==> src/rtl/i2c_target_regs.sv <==
// i2c_target_regs: I2C target (slave) with a small byte register file.
// SCL/SDA are oversampled on PCLK (PCLK >= 8x SCL); SDA is driven open-drain
// through SDA_OE. Writes: address, pointer byte, then data bytes with
// auto-increment. Reads: data from reg[ptr] with auto-increment on ACK.
// Optional macro I2C_TARGET_GLITCH_FILTER_EN adds a 3-sample majority filter
// on SCL and SDA after the synchronizers.
`timescale 1ns/1ps

module i2c_target_regs #(
    parameter logic [6:0] TARGET_ADDR = 7'h50,
    parameter int         REG_AW      = 2
) (
    input  logic              PCLK,
    input  logic              PRESET,
    input  logic              SCL,
    input  logic              SDA_IN,
    output logic              SDA_OE,
    input  logic [REG_AW-1:0] LOC_ADDR,
    output logic [7:0]        LOC_RDATA,
    output logic              WR_STB,
    output logic [REG_AW-1:0] WR_ADDR,
    output logic [7:0]        WR_DATA,
    output logic              BUSY
);

    localparam int DEPTH = 2 ** REG_AW;

    typedef enum logic [3:0] {
        ST_IDLE      = 4'd0,
        ST_ADDR      = 4'd1,
        ST_ADDR_ACK  = 4'd2,
        ST_PTR       = 4'd3,
        ST_PTR_ACK   = 4'd4,
        ST_WDATA     = 4'd5,
        ST_WDATA_ACK = 4'd6,
        ST_RDATA     = 4'd7,
        ST_RDATA_ACK = 4'd8,
        ST_IGNORE    = 4'd9
    } state_t;

    // ------------------------------------------------------------------
    // Input conditioning: 2-FF synchronizers (optional majority filter),
    // then a one-deep history for edge detection. Idle bus level is 1.
    // ------------------------------------------------------------------
    logic scl_s1_q, scl_s2_q, sda_s1_q, sda_s2_q;
    logic scl_c, sda_c;
    logic scl_h_q, sda_h_q;

    // Two-stage synchronizers for the asynchronous pad inputs.
    always_ff @(posedge PCLK) begin
        if (PRESET) begin
            scl_s1_q <= 1'b1;
            scl_s2_q <= 1'b1;
            sda_s1_q <= 1'b1;
            sda_s2_q <= 1'b1;
        end else begin
            scl_s1_q <= SCL;
            scl_s2_q <= scl_s1_q;
            sda_s1_q <= SDA_IN;
            sda_s2_q <= sda_s1_q;
        end
    end

`ifdef I2C_TARGET_GLITCH_FILTER_EN
    function automatic logic maj3(input logic a, input logic b, input logic c);
        return (a & b) | (a & c) | (b & c);
    endfunction

    logic scl_m1_q, scl_m2_q, sda_m1_q, sda_m2_q;
    logic scl_f_q, sda_f_q;

    // Majority-of-three filter: a 1-PCLK pulse never wins the vote.
    always_ff @(posedge PCLK) begin
        if (PRESET) begin
            scl_m1_q <= 1'b1;
            scl_m2_q <= 1'b1;
            sda_m1_q <= 1'b1;
            sda_m2_q <= 1'b1;
            scl_f_q  <= 1'b1;
            sda_f_q  <= 1'b1;
        end else begin
            scl_m1_q <= scl_s2_q;
            scl_m2_q <= scl_m1_q;
            sda_m1_q <= sda_s2_q;
            sda_m2_q <= sda_m1_q;
            scl_f_q  <= maj3(scl_s2_q, scl_m1_q, scl_m2_q);
            sda_f_q  <= maj3(sda_s2_q, sda_m1_q, sda_m2_q);
        end
    end

    assign scl_c = scl_f_q;
    assign sda_c = sda_f_q;
`else
    assign scl_c = scl_s2_q;
    assign sda_c = sda_s2_q;
`endif

    // History registers used to detect edges of the conditioned lines.
    always_ff @(posedge PCLK) begin
        if (PRESET) begin
            scl_h_q <= 1'b1;
            sda_h_q <= 1'b1;
        end else begin
            scl_h_q <= scl_c;
            sda_h_q <= sda_c;
        end
    end

    logic scl_rise, scl_fall, start_s, stop_s;
    assign scl_rise = scl_c & ~scl_h_q;
    assign scl_fall = ~scl_c & scl_h_q;
    assign start_s  = scl_c & scl_h_q & sda_h_q & ~sda_c;
    assign stop_s   = scl_c & scl_h_q & ~sda_h_q & sda_c;

    // ------------------------------------------------------------------
    // Protocol state machine and register file
    // ------------------------------------------------------------------
    state_t            state_q, state_d;
    logic [3:0]        cnt_q, cnt_d;
    logic [7:0]        shift_q, shift_d;
    logic [REG_AW-1:0] ptr_q, ptr_d;
    logic              oe_q, oe_d;
    logic              busy_q, busy_d;
    logic              stb_q, stb_d;
    logic [REG_AW-1:0] waddr_q, waddr_d;
    logic [7:0]        wdata_q, wdata_d;
    logic [7:0]        regs_q [DEPTH];
    logic [7:0]        regs_d [DEPTH];
    logic [7:0]        byte_in;
    logic [7:0]        rd_byte;

    assign byte_in = {shift_q[6:0], sda_c};
    assign rd_byte = regs_q[ptr_q];

    // Next-state, bit counting, SDA drive and register write decode.
    always_comb begin
        state_d = state_q;
        cnt_d   = cnt_q;
        shift_d = shift_q;
        ptr_d   = ptr_q;
        oe_d    = oe_q;
        busy_d  = busy_q;
        stb_d   = 1'b0;
        waddr_d = waddr_q;
        wdata_d = wdata_q;
        regs_d  = regs_q;

        if (stop_s) begin
            state_d = ST_IDLE;
            cnt_d   = 4'd0;
            oe_d    = 1'b0;
            busy_d  = 1'b0;
        end else if (start_s) begin
            state_d = ST_ADDR;
            cnt_d   = 4'd0;
        end else begin
            case (state_q)
                ST_ADDR, ST_PTR, ST_WDATA: begin
                    if (scl_rise && (cnt_q < 4'd8)) begin
                        shift_d = byte_in;
                        cnt_d   = cnt_q + 4'd1;
                        // Eighth data bit completes a register write.
                        if ((state_q == ST_WDATA) && (cnt_q == 4'd7)) begin
                            regs_d[ptr_q] = byte_in;
                            stb_d         = 1'b1;
                            waddr_d       = ptr_q;
                            wdata_d       = byte_in;
                            ptr_d         = ptr_q + REG_AW'(1);
                        end else begin
                            stb_d = 1'b0;
                        end
                    end else if (scl_fall && (cnt_q == 4'd8)) begin
                        if (state_q == ST_ADDR) begin
                            if (shift_q[7:1] == TARGET_ADDR) begin
                                oe_d    = 1'b1;
                                busy_d  = 1'b1;
                                state_d = ST_ADDR_ACK;
                            end else begin
                                state_d = ST_IGNORE;
                            end
                        end else if (state_q == ST_PTR) begin
                            ptr_d   = shift_q[REG_AW-1:0];
                            oe_d    = 1'b1;
                            state_d = ST_PTR_ACK;
                        end else begin
                            oe_d    = 1'b1;
                            state_d = ST_WDATA_ACK;
                        end
                    end else begin
                        state_d = state_q;
                    end
                end

                ST_ADDR_ACK: begin
                    if (scl_fall) begin
                        cnt_d = 4'd0;
                        // R/W bit is still in shift_q[0].
                        if (shift_q[0]) begin
                            state_d = ST_RDATA;
                            shift_d = rd_byte;
                            oe_d    = ~rd_byte[7];
                        end else begin
                            state_d = ST_PTR;
                            oe_d    = 1'b0;
                        end
                    end else begin
                        state_d = state_q;
                    end
                end

                ST_PTR_ACK, ST_WDATA_ACK: begin
                    if (scl_fall) begin
                        oe_d    = 1'b0;
                        cnt_d   = 4'd0;
                        state_d = ST_WDATA;
                    end else begin
                        state_d = state_q;
                    end
                end

                ST_RDATA: begin
                    if (scl_rise && (cnt_q < 4'd8)) begin
                        cnt_d = cnt_q + 4'd1;
                    end else if (scl_fall && (cnt_q == 4'd8)) begin
                        oe_d    = 1'b0;
                        cnt_d   = 4'd0;
                        state_d = ST_RDATA_ACK;
                    end else if (scl_fall && (cnt_q != 4'd0)) begin
                        shift_d = {shift_q[6:0], 1'b0};
                        oe_d    = ~shift_q[6];
                    end else begin
                        state_d = state_q;
                    end
                end

                ST_RDATA_ACK: begin
                    // cnt_q == 1 marks that the master ACKed this byte.
                    if (scl_rise) begin
                        if (!sda_c) begin
                            ptr_d = ptr_q + REG_AW'(1);
                            cnt_d = 4'd1;
                        end else begin
                            state_d = ST_IGNORE;
                        end
                    end else if (scl_fall && (cnt_q == 4'd1)) begin
                        cnt_d   = 4'd0;
                        shift_d = rd_byte;
                        oe_d    = ~rd_byte[7];
                        state_d = ST_RDATA;
                    end else begin
                        state_d = state_q;
                    end
                end

                ST_IDLE, ST_IGNORE: begin
                    state_d = state_q;
                end

                default: begin
                    state_d = ST_IDLE;
                    oe_d    = 1'b0;
                    busy_d  = 1'b0;
                    cnt_d   = 4'd0;
                end
            endcase
        end
    end

    // State and output registers with synchronous reset.
    always_ff @(posedge PCLK) begin
        if (PRESET) begin
            state_q <= ST_IDLE;
            cnt_q   <= 4'd0;
            shift_q <= 8'h00;
            ptr_q   <= '0;
            oe_q    <= 1'b0;
            busy_q  <= 1'b0;
            stb_q   <= 1'b0;
            waddr_q <= '0;
            wdata_q <= 8'h00;
            for (int i = 0; i < DEPTH; i++) begin
                regs_q[i] <= 8'h00;
            end
        end else begin
            state_q <= state_d;
            cnt_q   <= cnt_d;
            shift_q <= shift_d;
            ptr_q   <= ptr_d;
            oe_q    <= oe_d;
            busy_q  <= busy_d;
            stb_q   <= stb_d;
            waddr_q <= waddr_d;
            wdata_q <= wdata_d;
            regs_q  <= regs_d;
        end
    end

    assign SDA_OE    = oe_q;
    assign BUSY      = busy_q;
    assign WR_STB    = stb_q;
    assign WR_ADDR   = waddr_q;
    assign WR_DATA   = wdata_q;
    assign LOC_RDATA = regs_q[LOC_ADDR];

endmodule

==> config.mk <==
export PLATFORM = sky130hd
export DESIGN_NAME = i2c_target_regs
export DESIGN_NICKNAME = d
export VERILOG_FILES = /design/src/rtl/i2c_target_regs.sv
export SDC_FILE = /design/constraint.sdc
export NUM_CORES = 1
export LEC_CHECK = 0
export BUFFER_PORTS_ARGS = -buffer_cell sky130_fd_sc_hd__buf_4
export CAP_MARGIN = 0
export CORE_UTILIZATION = 30
export CTS_BUF_LIST = sky130_fd_sc_hd__clkbuf_8
export DETAILED_ROUTE_END_ITERATION = 8
export SYNTH_ARGS = -nofsm -noshare
export SYNTH_HDL_FRONTEND = slang
export SYNTH_SLANG_ARGS = --single-unit
==> constraint.sdc <==
create_clock -name PCLK -period 3 [get_ports PCLK]
set_input_delay 0.75 -clock PCLK [delete_from_list [all_inputs] [get_ports PCLK]]
set_output_delay 0.75 -clock PCLK [all_outputs]
set_load 0.02 [all_outputs]
# Word level (Yosys, flattened, before mapping)
# Index checks and enable logic that the tools add are counted.
dict set report classes {
  add_sub_neg 2
  mul 0
  div_mod_pow 0
  order_cmp 4
  eq_ne 49
  n_shift 0
  muxes 67
  bitwise_logic 21
  n_reduce_logical 27
}
# operator count
set op_table {}
lappend op_table {{$mux W8} 13}
lappend op_table {{$mux W4} 18}
lappend op_table {{$ne A3 B3 Y1 const B} 16}
lappend op_table {{$ne A2 B2 Y1 const B} 17}
lappend op_table {{$bmux W8 S2} 2}
lappend op_table {{$bwmux W32} 1}
lappend op_table {{$pmux W8 S4} 1}
lappend op_table {{$reduce_and A9 Y1} 3}
lappend op_table {{$pmux W4 S6} 1}
lappend op_table {{$reduce_and A11 Y1} 2}
lappend op_table {{$eq A4 B3 Y1 const B} 5}
lappend op_table {{$pmux W4 S5} 1}
lappend op_table {{$mux W1} 17}
lappend op_table {{$demux W8 S2} 1}
lappend op_table {{$mux W2} 8}
lappend op_table {{$eq A4 B4 Y1 const B} 3}
lappend op_table {{$not A1 Y1} 12}
lappend op_table {{$reduce_and A6 Y1} 2}
lappend op_table {{$reduce_and A10 Y1} 1}
lappend op_table {{$reduce_or A3 Y1} 3}
lappend op_table {{$eq A4 B1 Y1 const B} 2}
lappend op_table {{$eq A4 B2 Y1 const B} 2}
lappend op_table {{$ne A4 B4 Y1 const B} 2}
lappend op_table {{$reduce_bool A4 Y1} 2}
lappend op_table {{other kinds (20)} 35}
dict set report totals {
  register_bits 69
  latchBits 0
  ram_bits 0
  rom_bits 0
  input_bits 6
  elab_cells 191
  n_memories 0
}

# Logic depth before layout (Yosys ltp)
# Gate-level depths: netlist of the first run.
dict set report depth {
  ltp_word 8
  mapped_depth 9
  depth_no_buf 7
}

# Worst setup path before layout of the first run
# Ideal clock, no wire load.
dict set report synth_path {
  path_kind {input port to output port}
  from {in LOC_ADDR[0]}
  to {out LOC_RDATA[0]}
  arrival_time_ns 1.737
  required_ns 2.250
  setup_slack_ns 0.513
  cell_stages 2
  n_path_buf 1
  path_cell_list {clkbuf_1 -> mux4_2}
}
dict set report synth_via {
  elab_chain_len 4
}
# element line_no
set synth_lines {}
lappend synth_lines {{start: declaration} 18} ;# input logic [REG_AW-1:0] LOC_ADDR,
lappend synth_lines {{$not A2 Y3 (not written as such)} 303} ;# assign LOC_RDATA = regs_q[LOC_ADDR];
lappend synth_lines {{$bmux W8 S2} 303}
lappend synth_lines {{$mux W8 (not written as such) (2 in series)} 303}
lappend synth_lines {{end: declaration} 19} ;# output logic [7:0] LOC_RDATA,
# Every way passes these cells. The select of a mux whose other input is x is not followed.

# Worst setup path in the final report of the first run
dict set report layout_path {
  from {reg state_q[0]}
  to {reg shift_q[1]}
}
dict set report layout_via {
  elab_chain_len 4
}
# element line_no
set layout_lines {}
lappend layout_lines {{start: declaration} 118} ;# state_t state_q, state_d;
lappend layout_lines {{start signal: assignment} 285} ;# state_q <= state_d;
lappend layout_lines {{$eq A4 B3 Y1 (tied with other cells)} 157} ;# case (state_q)
lappend layout_lines {{$reduce_or A3 Y1} 157}
lappend layout_lines {{$reduce_bool A4 Y1 (no line) or $ne A2 B2 Y1 (tied branches)} -}
lappend layout_lines {{$reduce_and A11 Y1 (no line)} -}
lappend layout_lines {{end signal: assignment} 287} ;# shift_q <= shift_d;
lappend layout_lines {{end: declaration} 120} ;# logic [7:0] shift_q, shift_d;
# Parallel ways exist; a longest one is shown, timed or not.
# A chain may end at the register's enable or synchronous reset.

==> run metrics, run 1 <==
status finished, final reports clean; clock tree buffer depth 2; H-tree lvl count 3; Synth Cell Area ~3700 sq um; highest routed metal layer met4; Req. time, crit path 3270 ps; DP Area 3974 sq um; post-DP HPWL just under 7000 um; layout cells sized above 1 approximately 17%; crit path cell chain nor2b_1 > nand3_1 > o221ai_1 > nand3_2 > or2_1 > a211oi_1; post-cts repair resize count 0; RD Place Congestion 0.9983; min-delay worst type reg2reg; Setup Skew roughly 9.5 ps; Synth Net Count 453; Top Ports 27; # Max-Cap Violations 0; Yosys cell types 56; Met3 Wirelength about 780 um; Final Hold Viols 0; cts bufs inserted 9; Die Y approximately 110 um; Pre-antenna DRT Iters 5; Multi-input gate area 2086 sq um; count of final setup violators 0; Starting Density a little under a third; DRC viols 0; Tmin final about 2700 ps; ANT cells 0; Final Max Slew Viols 0; most common flop cell mapped by yosys dfxtp_1; period utilization about nine tenths; CP startpoint kind flop; crit path kind reg2reg; wire length per cell around 17 um; total track usage between 15 and 20%; core area ~12000 sq um; vias roughly 3400; clk slew on worst S/H paths 70 ps; peak supply drop 0.2043 mV; relative slew slack 52.66%; cell area after layout around 4200 sq um; CTS tree done; Power Density around 700 nW/um^2; M1 WL ~4500 um; hold_buf cts 0; Rows 40; clock root buffer clkbuf_8; final antenna-violating net count 0; register area 1381 sq um; synthesis warning total 0; Reg2Reg Setup Slack ~310 ps; synthesis-to-finish area growth 13.75%; RSZ-0062 raised after global routing false; CP max stage delay 590 ps; setup ws final 305.4 ps; Arr. time, crit path 2970 ps; Via density roughly 5.6; largest net degree at the start of global routing between 60 and 70; Seq cells post-synth slightly below 70; nets roughly 460; Worst-Skew Late Latency ~360 ps; CP Max Fanout 12; Max Clk Rate around 370 MHz; WL met2 about 4500 um; Detailed Route WL slightly above 10000 um; initial antenna violation count 0; first-pass GRT wire length 16620 um; Syn Inst Count 440; Die Width approximately 110 um; vias in the first global route between 3000 and 4000; Tot Pwr approximately 0.0029 W; EDFF count, synth 0; Port Buffers 26; die area 12730 sq um; initial drt markers about 220; Setup Fix Bufs, Post-CTS 0; Final Util a little over a third; syn_area_per_cell 8.375 sq um; Filler cells approximately 1200; Slowest cell on crit path dfxtp_1; Overflow after GRT 0; CTS Sinks 69; Seq/Total Area, Yosys between 30 and 40%; setup TNS 0 ps; Leak Pwr between 1 and 1.5 nW; ys async rst share 0%; DP Worst Slack 414.4 ps; crit path capture type flop; slew at the pin with the worst max-slew slack roughly 710 ps
## critical path, delay by kind of cell (launching register included)
family,cells,cell delay (ps)
and+or+nand+nor,4,1440
AOI/OAI and AO/OA,2,580
DFF,1,590
## area by class of cell
type	instances	share of cell area, %
inverters	14	1.254
repair buffers	36	6.448
well taps	147	4.388
flip-flops and latches	69	32.96
clock inverters	6	1.910
clock buffers	10	3.284
multi-input cells	318	49.76
## layout by cell type, fill, tap and decap left out, drive strengths merged, types with 12 or more instances in the layout
master	n
a21oi	51
nor3	16
inv	17
nand2	65
dfxtp	69
nand2b	12
buf	36
mux4	16
nor2	20
nand3	39
## where the power goes
part           switching [W]  leakage, nW  internal [W]  total, W
sequential          0.000224        0.558      0.000993   0.00122
combinational       0.000463        0.719      0.000346  0.000808
clock               0.000359        0.120      0.000484  0.000843
## cells by family (layout without fill, tap and decap cells)
logic type	Yosys count	count (layout)	share of synthesized area [%]
AOI/OAI and AO/OA	107	107	18.30
adders and majority gates	7	7	2.377
buffers and inverters	53	66	5.908
DFF	69	69	37.49
muxes	19	19	10.63
and+or+nand+nor	185	185	25.30
## Yosys cell counts, types with 3 or more instances
master    count  share of area (%)
dfxtp_1      69                 37
nand2_1      65                6.6
a21oi_1      51                6.9
nand3_1      38                5.2
clkbuf_1     29                3.0
nor2_1       20                2.0
mux4_2       16                9.8
nor3_1       16                2.2
inv_1        14                1.4
nand2b_1     12                2.0
a211oi_1     11                2.2
o21ai_0       9                1.2
a22o_1        7                1.7
a31oi_1       7                1.2
ha_1          7                2.4
or2_2         7                1.2
buf_1         5               0.51
nor2b_1       5               0.85
buf_2         3               0.41
nor3b_1       3               0.61
nor4_1        3               0.51
## through the flow
step | instances | hold slack, ps
3_5_place_dp | 584 | 395.5
6_report | 600 | 411.8
2_1_floorplan | 440 | 389.5
4_1_cts | 600 | 413.0
3_3_place_gp | 584 | 395.4
5_1_grt | 600 | 426.0
## flip-flops by register name (all words and copies together) (netlist names)
name / flops
state_q: 4
shift_q: 8
sda_h_q: 1
SDA_OE: 1
WR_STB: 1
BUSY: 1
sda_c: 1
WR_DATA: 8
WR_ADDR: 2
regs_q: 32
sda_s1_q: 1
scl_c: 1
scl_h_q: 1
scl_s1_q: 1
ptr_q: 2
cnt_q: 4
## final timing paths
path / from / end / cells past startpoint
setup / recovery: state_q[0] / shift_q[1] / 6
hold / removal: sda_s1_q / sda_c / 1
setup reg to reg: state_q[0] / shift_q[1] / 6
hold reg to reg: sda_s1_q / sda_c / 1
## routing by layer
metal	vias up	global-route usage, %
met5	-	0
met4	0	8.889
met3	27	3.749
met2	163	25.56
met1	1598	21.62
li1	1591	-
Power figures use the tool's default switching activity.
==> run 2: changes to the inputs <==
==> constraint.sdc (replaced) <==
create_clock -name PCLK -period 2.4 [get_ports PCLK]
set_input_delay 0.6 -clock PCLK [delete_from_list [all_inputs] [get_ports PCLK]]
set_output_delay 0.6 -clock PCLK [all_outputs]
set_load 0.02 [all_outputs]
==> run metrics, run 2 (same netlist as run 1, synthesis figures left out) <==
Starting Density 30.68% (unchanged); CTS Sinks 69 (unchanged); initial antenna violation count 0 (unchanged); CP max stage delay 640 ps (+50 ps); met1 Use GR 21.76% (+0.14 points); nets 476 (+3.3%); crit path kind reg2reg; largest net degree at the start of global routing 62 (unchanged); period utilization 93.57% (+3.8 points); r2r worst-path depth 6 (unchanged); status finished, final reports clean; # Max-Cap Violations 0 (unchanged); most flop-heavy register regs_q; Max Clk Rate 445.3 MHz (+20%); Final Non-Filler Cells 615 (+2.5%); Filler cells 1245 (-0.080%); min-delay worst type reg2reg; ANT cells 0 (unchanged); first-pass GRT wire length 16280 um (-2.0%); hold slack 397.1 ps (-14.73 ps); Leak Pwr 1.459 nW (+4.4%); Slowest cell on crit path or4b_2; synthesis-to-finish area growth 16.30%; commonest cells after routing, fill and taps aside 69 x dfxtp_1, 63 x nand2_1, 51 x a21oi_1, 51 x buf_4, 38 x nand3_1; register area 1381 sq um (unchanged); RD Place Congestion 0.9309 (-6.8%); initial drt markers 288 (+29%); hold_buf cts 0 (unchanged); clock tree buffer depth 2 (unchanged); cts bufs inserted 9 (unchanged); Req. time, crit path 2680 ps (-590 ps); wire length per cell 16.63 um (-0.90%); die area 12730 sq um (unchanged); clk slew on worst S/H paths 80 ps (about the same); Multi-input gate area 2091 sq um (+0.24%); CP Max Fanout 9 (-3); total track usage 16.45% (-0.13 points); Port Buffers 26 (unchanged); final antenna-violating net count 0 (unchanged); core area 12010 sq um (unchanged); layout cells sized above 1 20.09% (+3.1 points); clock root buffer clkbuf_8; Final Util 35.68% (+0.78 points); Final Hold Viols 0 (unchanged); number of flip-flops in the largest register 32 (unchanged); CP startpoint kind flop; vias 3450 (+2.1%); slew at the pin with the worst max-slew slack 632.4 ps (-76.78 ps); Pre-antenna DRT Iters 5 (unchanged); count of final setup violators 0 (unchanged); dpl cells 599 (+2.6%); crit path capture type flop; Overflow after GRT 0 (unchanged); Top Ports 27 (unchanged); relative slew slack 57.84% (+5.2 points); busiest grt layer met2; H-tree lvl count 3 (unchanged); Rows 40 (unchanged); post-DP HPWL 6878 um (+1.9%); Arr. time, crit path 2520 ps (-450 ps); Die Y 112.8 um (unchanged); Die Width 112.8 um (unchanged); vias in the first global route 3209 (-0.47%); Tmin final 2246 ps (-448.9 ps); hold path depth 1 (unchanged); Detailed Route WL 10230 um (+1.6%); Worst-Skew Late Latency 360 ps (about the same); GR Layer Usage met3 2.196% (-1.6 points); Setup Skew 14.16 ps (+4.699 ps); commonest non-fill, non-tap cell in the layout dfxtp_1; crit path cell chain or4b_2 > a31oi_1 > a21oi_1 > o211ai_1 > nor2_1 > a211oi_1; Power Density 834.5 nW/um^2 (+22%); Via density 5.610 (-0.39%); CTS tree done; DRC viols 0 (unchanged); RSZ-0062 raised after global routing true; Final Max Slew Viols 0 (unchanged); peak supply drop 0.3232 mV (+58%); met2 GRT Util 25.51% (-0.041 points)
run 2: cell types whose count changed in the layout (fill, tap and decap cells not counted), sizes merged:
cell / before / now
buf: 36 / 51
clkinvlp: 0 / 2
clkinv: 1 / 0
bufinv: 2 / 1
run 2: worst paths after layout:
| path | endpoint | start | slack (ps) |
|---|---|---|---|
| setup reg to reg | cnt_q[0] | state_q[3] | 150 |
| hold reg to reg | sda_c | sda_s1_q | 400 |
| setup / recovery | cnt_q[0] | state_q[3] | 150 |
| hold / removal | sda_c | sda_s1_q | 400 |
run 2: cell type report:
cell class                      instances  share of cell area, %
Clock inverter                          6                  1.314
Sequential cell                        69                  32.23
Clock buffer                           10                  3.212
Multi-Input combinational cell        318                  48.79
Tap cell                              147                  4.292
Timing Repair Buffer                   51                  8.934
Inverter                               14                  1.226
run 2: per-stage QoR:
step / total power (W) / setup TNS [ps] / worst slack (ps) / cell area, sq um
final: 0.003576 / 0 / 154.3 / 4285
after global routing: 0.003775 / -8.628 / -8.628 / 4285
after CTS: 0.003573 / 0 / 187.3 / 4280
after detailed placement: 0.002602 / 0 / 224.1 / 4086
after global placement: 0.002618 / 0 / 163.8 / 4086
after floorplan: 0.002265 / 0 / 212.9 / 3685
run 2: per-layer routing:
layer / up-vias / share of wire [%]
met5: - / 0
met4: 0 / 3.6
met3: 39 / 6.3
met2: 151 / 46
met1: 1635 / 44
li1: 1625 / -
run 2: timing repair:
item,CTS,global route
endpoints found under the setup margin,0,7
resized for setup,0,2
buffers inserted,0,0
run 2: critical path: cells and delay by family, from the launching register on:
kind | cells | cell delay, ps
compound gates | 4 | 920
simple gates | 2 | 740
flops | 1 | 510
run 2: power breakdown:
part           internal (W)  switching [W]
Sequential          0.00124       0.000224
Clock              0.000497       0.000469
Combinational      0.000497       0.000647
Total               0.00224        0.00134
==> run 3: changes to the inputs <==
--- a/config.mk
+++ b/config.mk
@@ -10,6 +10,8 @@
 export CORE_UTILIZATION = 30
 export CTS_BUF_LIST = sky130_fd_sc_hd__clkbuf_8
 export DETAILED_ROUTE_END_ITERATION = 8
+export PLACE_DENSITY = 0.55
+export SETUP_SLACK_MARGIN = 0.3
 export SYNTH_ARGS = -nofsm -noshare
 export SYNTH_HDL_FRONTEND = slang
 export SYNTH_SLANG_ARGS = --single-unit
==> run metrics, run 3 (same netlist as run 1, synthesis figures left out) <==
Via density 5.514 (-1.7%); clock tree buffer depth 2 (unchanged); Power Density 817.7 nW/um^2 (-2.0%); nets 488 (+2.5%); cts bufs inserted 9 (unchanged); ANT cells 0 (unchanged); die area 12730 sq um (unchanged); commonest non-fill, non-tap cell in the layout nand2_1; # Max-Cap Violations 0 (unchanged); vias 3452 (+0.058%); Die Y 112.8 um (unchanged); Setup Skew 7.876 ps (-6.288 ps); Worst-Skew Late Latency 360 ps (about the same); count of final setup violators 0 (unchanged); status finished, final reports clean; DRC viols 0 (unchanged); post-DP HPWL 7452 um (+8.4%); Tot Pwr 0.003669 W (+2.6%); relative slew slack 57.94% (+0.10 points); r2r worst-path depth 7 (+1); layout cells sized above 1 26.72% (+6.6 points); dpl cells 607 (+1.3%); slew at the pin with the worst max-slew slack 630.8 ps (-1.568 ps); RD Place Congestion 0.9194 (-1.2%); peak supply drop 0.2720 mV (-16%); setup TNS 0 ps (unchanged); Reg2Reg Setup Slack 320 ps (+170 ps); period utilization 86.64% (-6.9 points); hold slack 401.3 ps (+4.275 ps); Arr. time, crit path 2370 ps (-150 ps); min-delay worst type reg2reg; Tmin final 2079 ps (-166.3 ps); CP Max Fanout 6 (-3); final antenna-violating net count 0 (unchanged); vias in the first global route 3254 (+1.4%); Final Non-Filler Cells 626 (+1.8%); crit path kind reg2reg; clk slew on worst S/H paths 80 ps (about the same); Max Clk Rate 480.9 MHz (+8.0%); Overflow after GRT 0 (unchanged); CTS tree done; number of flip-flops in the largest register 32 (unchanged); synthesis-to-finish area growth 21.77%; Final Max Slew Viols 0 (unchanged); largest net degree at the start of global routing 62 (unchanged); Top Ports 27 (unchanged); wire length per cell 16.96 um (+2.0%); Detailed Route WL 10620 um (+3.8%); Starting Density 30.68% (unchanged); crit path capture type flop; CP startpoint kind flop; most flop-heavy register regs_q; Leak Pwr 1.523 nW (+4.3%); total track usage 17.37% (+0.92 points); initial antenna violation count 0 (unchanged); initial drt markers 178 (-38%); core area 12010 sq um (unchanged); Port Buffers 26 (unchanged); hold path depth 1 (unchanged); CTS Sinks 69 (unchanged); first-pass GRT wire length 17080 um (+4.9%); Req. time, crit path 2690 ps (about the same); H-tree lvl count 3 (unchanged); Die Width 112.8 um (unchanged); Pre-antenna DRT Iters 5 (unchanged); Final Hold Viols 0 (unchanged); commonest cells after routing, fill and taps aside 64 x nand2_1, 60 x buf_4, 59 x dfxtp_1; clock root buffer clkbuf_8; Rows 40 (unchanged); RSZ-0062 raised after global routing true
[run 3: cell count changes in the layout (fill, tap and decap cells not counted), sizes merged]
cell	delta
buf	+12
clkbuf	-1
clkinv	+2
inv	-2
[run 3: repair_timing]
item,CTS,global route
cloned,0,0
hold buffers,0,0
endpoints found under the setup margin,17,20
buffers inserted,1,3
gates resized for setup,15,20
pin swaps,1,3
[run 3: through the flow]
| stage | setup WS [ps] | area [sq um] | utilization, % |
|---|---|---|---|
| after floorplan | 307.8 | 3687 | - |
| after global placement | 183.3 | 4159 | 34.63 |
| after detailed placement | 171.1 | 4159 | 34.63 |
| after CTS | 302.4 | 4399 | 36.63 |
| after global routing | 224.0 | 4487 | 37.35 |
| final | 320.6 | 4487 | 37.35 |
[run 3: final cells by class]
class | count | area, sq um
inverters | 14 | 52.55
fillers | 1266 | 7525
clock inverters | 6 | 63.81
repair buffers | 63 | 493.0
clock buffers | 9 | 123.9
flip-flops and latches | 69 | 1406
well taps | 147 | 183.9
multi-input cells | 318 | 2163
[run 3: critical path, stage by stage (launching register included)]
cell and delay [ps]:
dfxtp_4 360, or3b_4 260, nor2_1 60, buf_4 140
a221o_1 350, a31o_1 210, or4b_1 470, a31oi_1 160
[run 3: power by group]
part | total [W] | internal, W | leakage, nW | switching, W
Clock | 0.000955 | 0.000474 | 0.0915 | 0.000481
Sequential | 0.00146 | 0.00125 | 0.563 | 0.000214
Combinational | 0.00125 | 0.000563 | 0.868 | 0.000690
Total | 0.00367 | 0.00228 | 1.52 | 0.00138
[run 3: routing by layer]
layer | share of wire [%] | vias up | wire (um) | track usage, %
met5 | 0 | - | 0 | 0
met4 | 2.3 | 0 | 247 | 7.822
met3 | 5.4 | 18 | 570 | 3.214
met2 | 47 | 113 | 5036 | 28.15
met1 | 45 | 1672 | 4765 | 22.52
li1 | - | 1649 | - | -
[run 3: final timing paths]
kind                   end  startpoint
setup / recovery  ptr_q[0]       scl_c
hold / removal       scl_c    scl_s1_q
setup reg to reg  ptr_q[0]       scl_c
hold reg to reg      scl_c    scl_s1_q
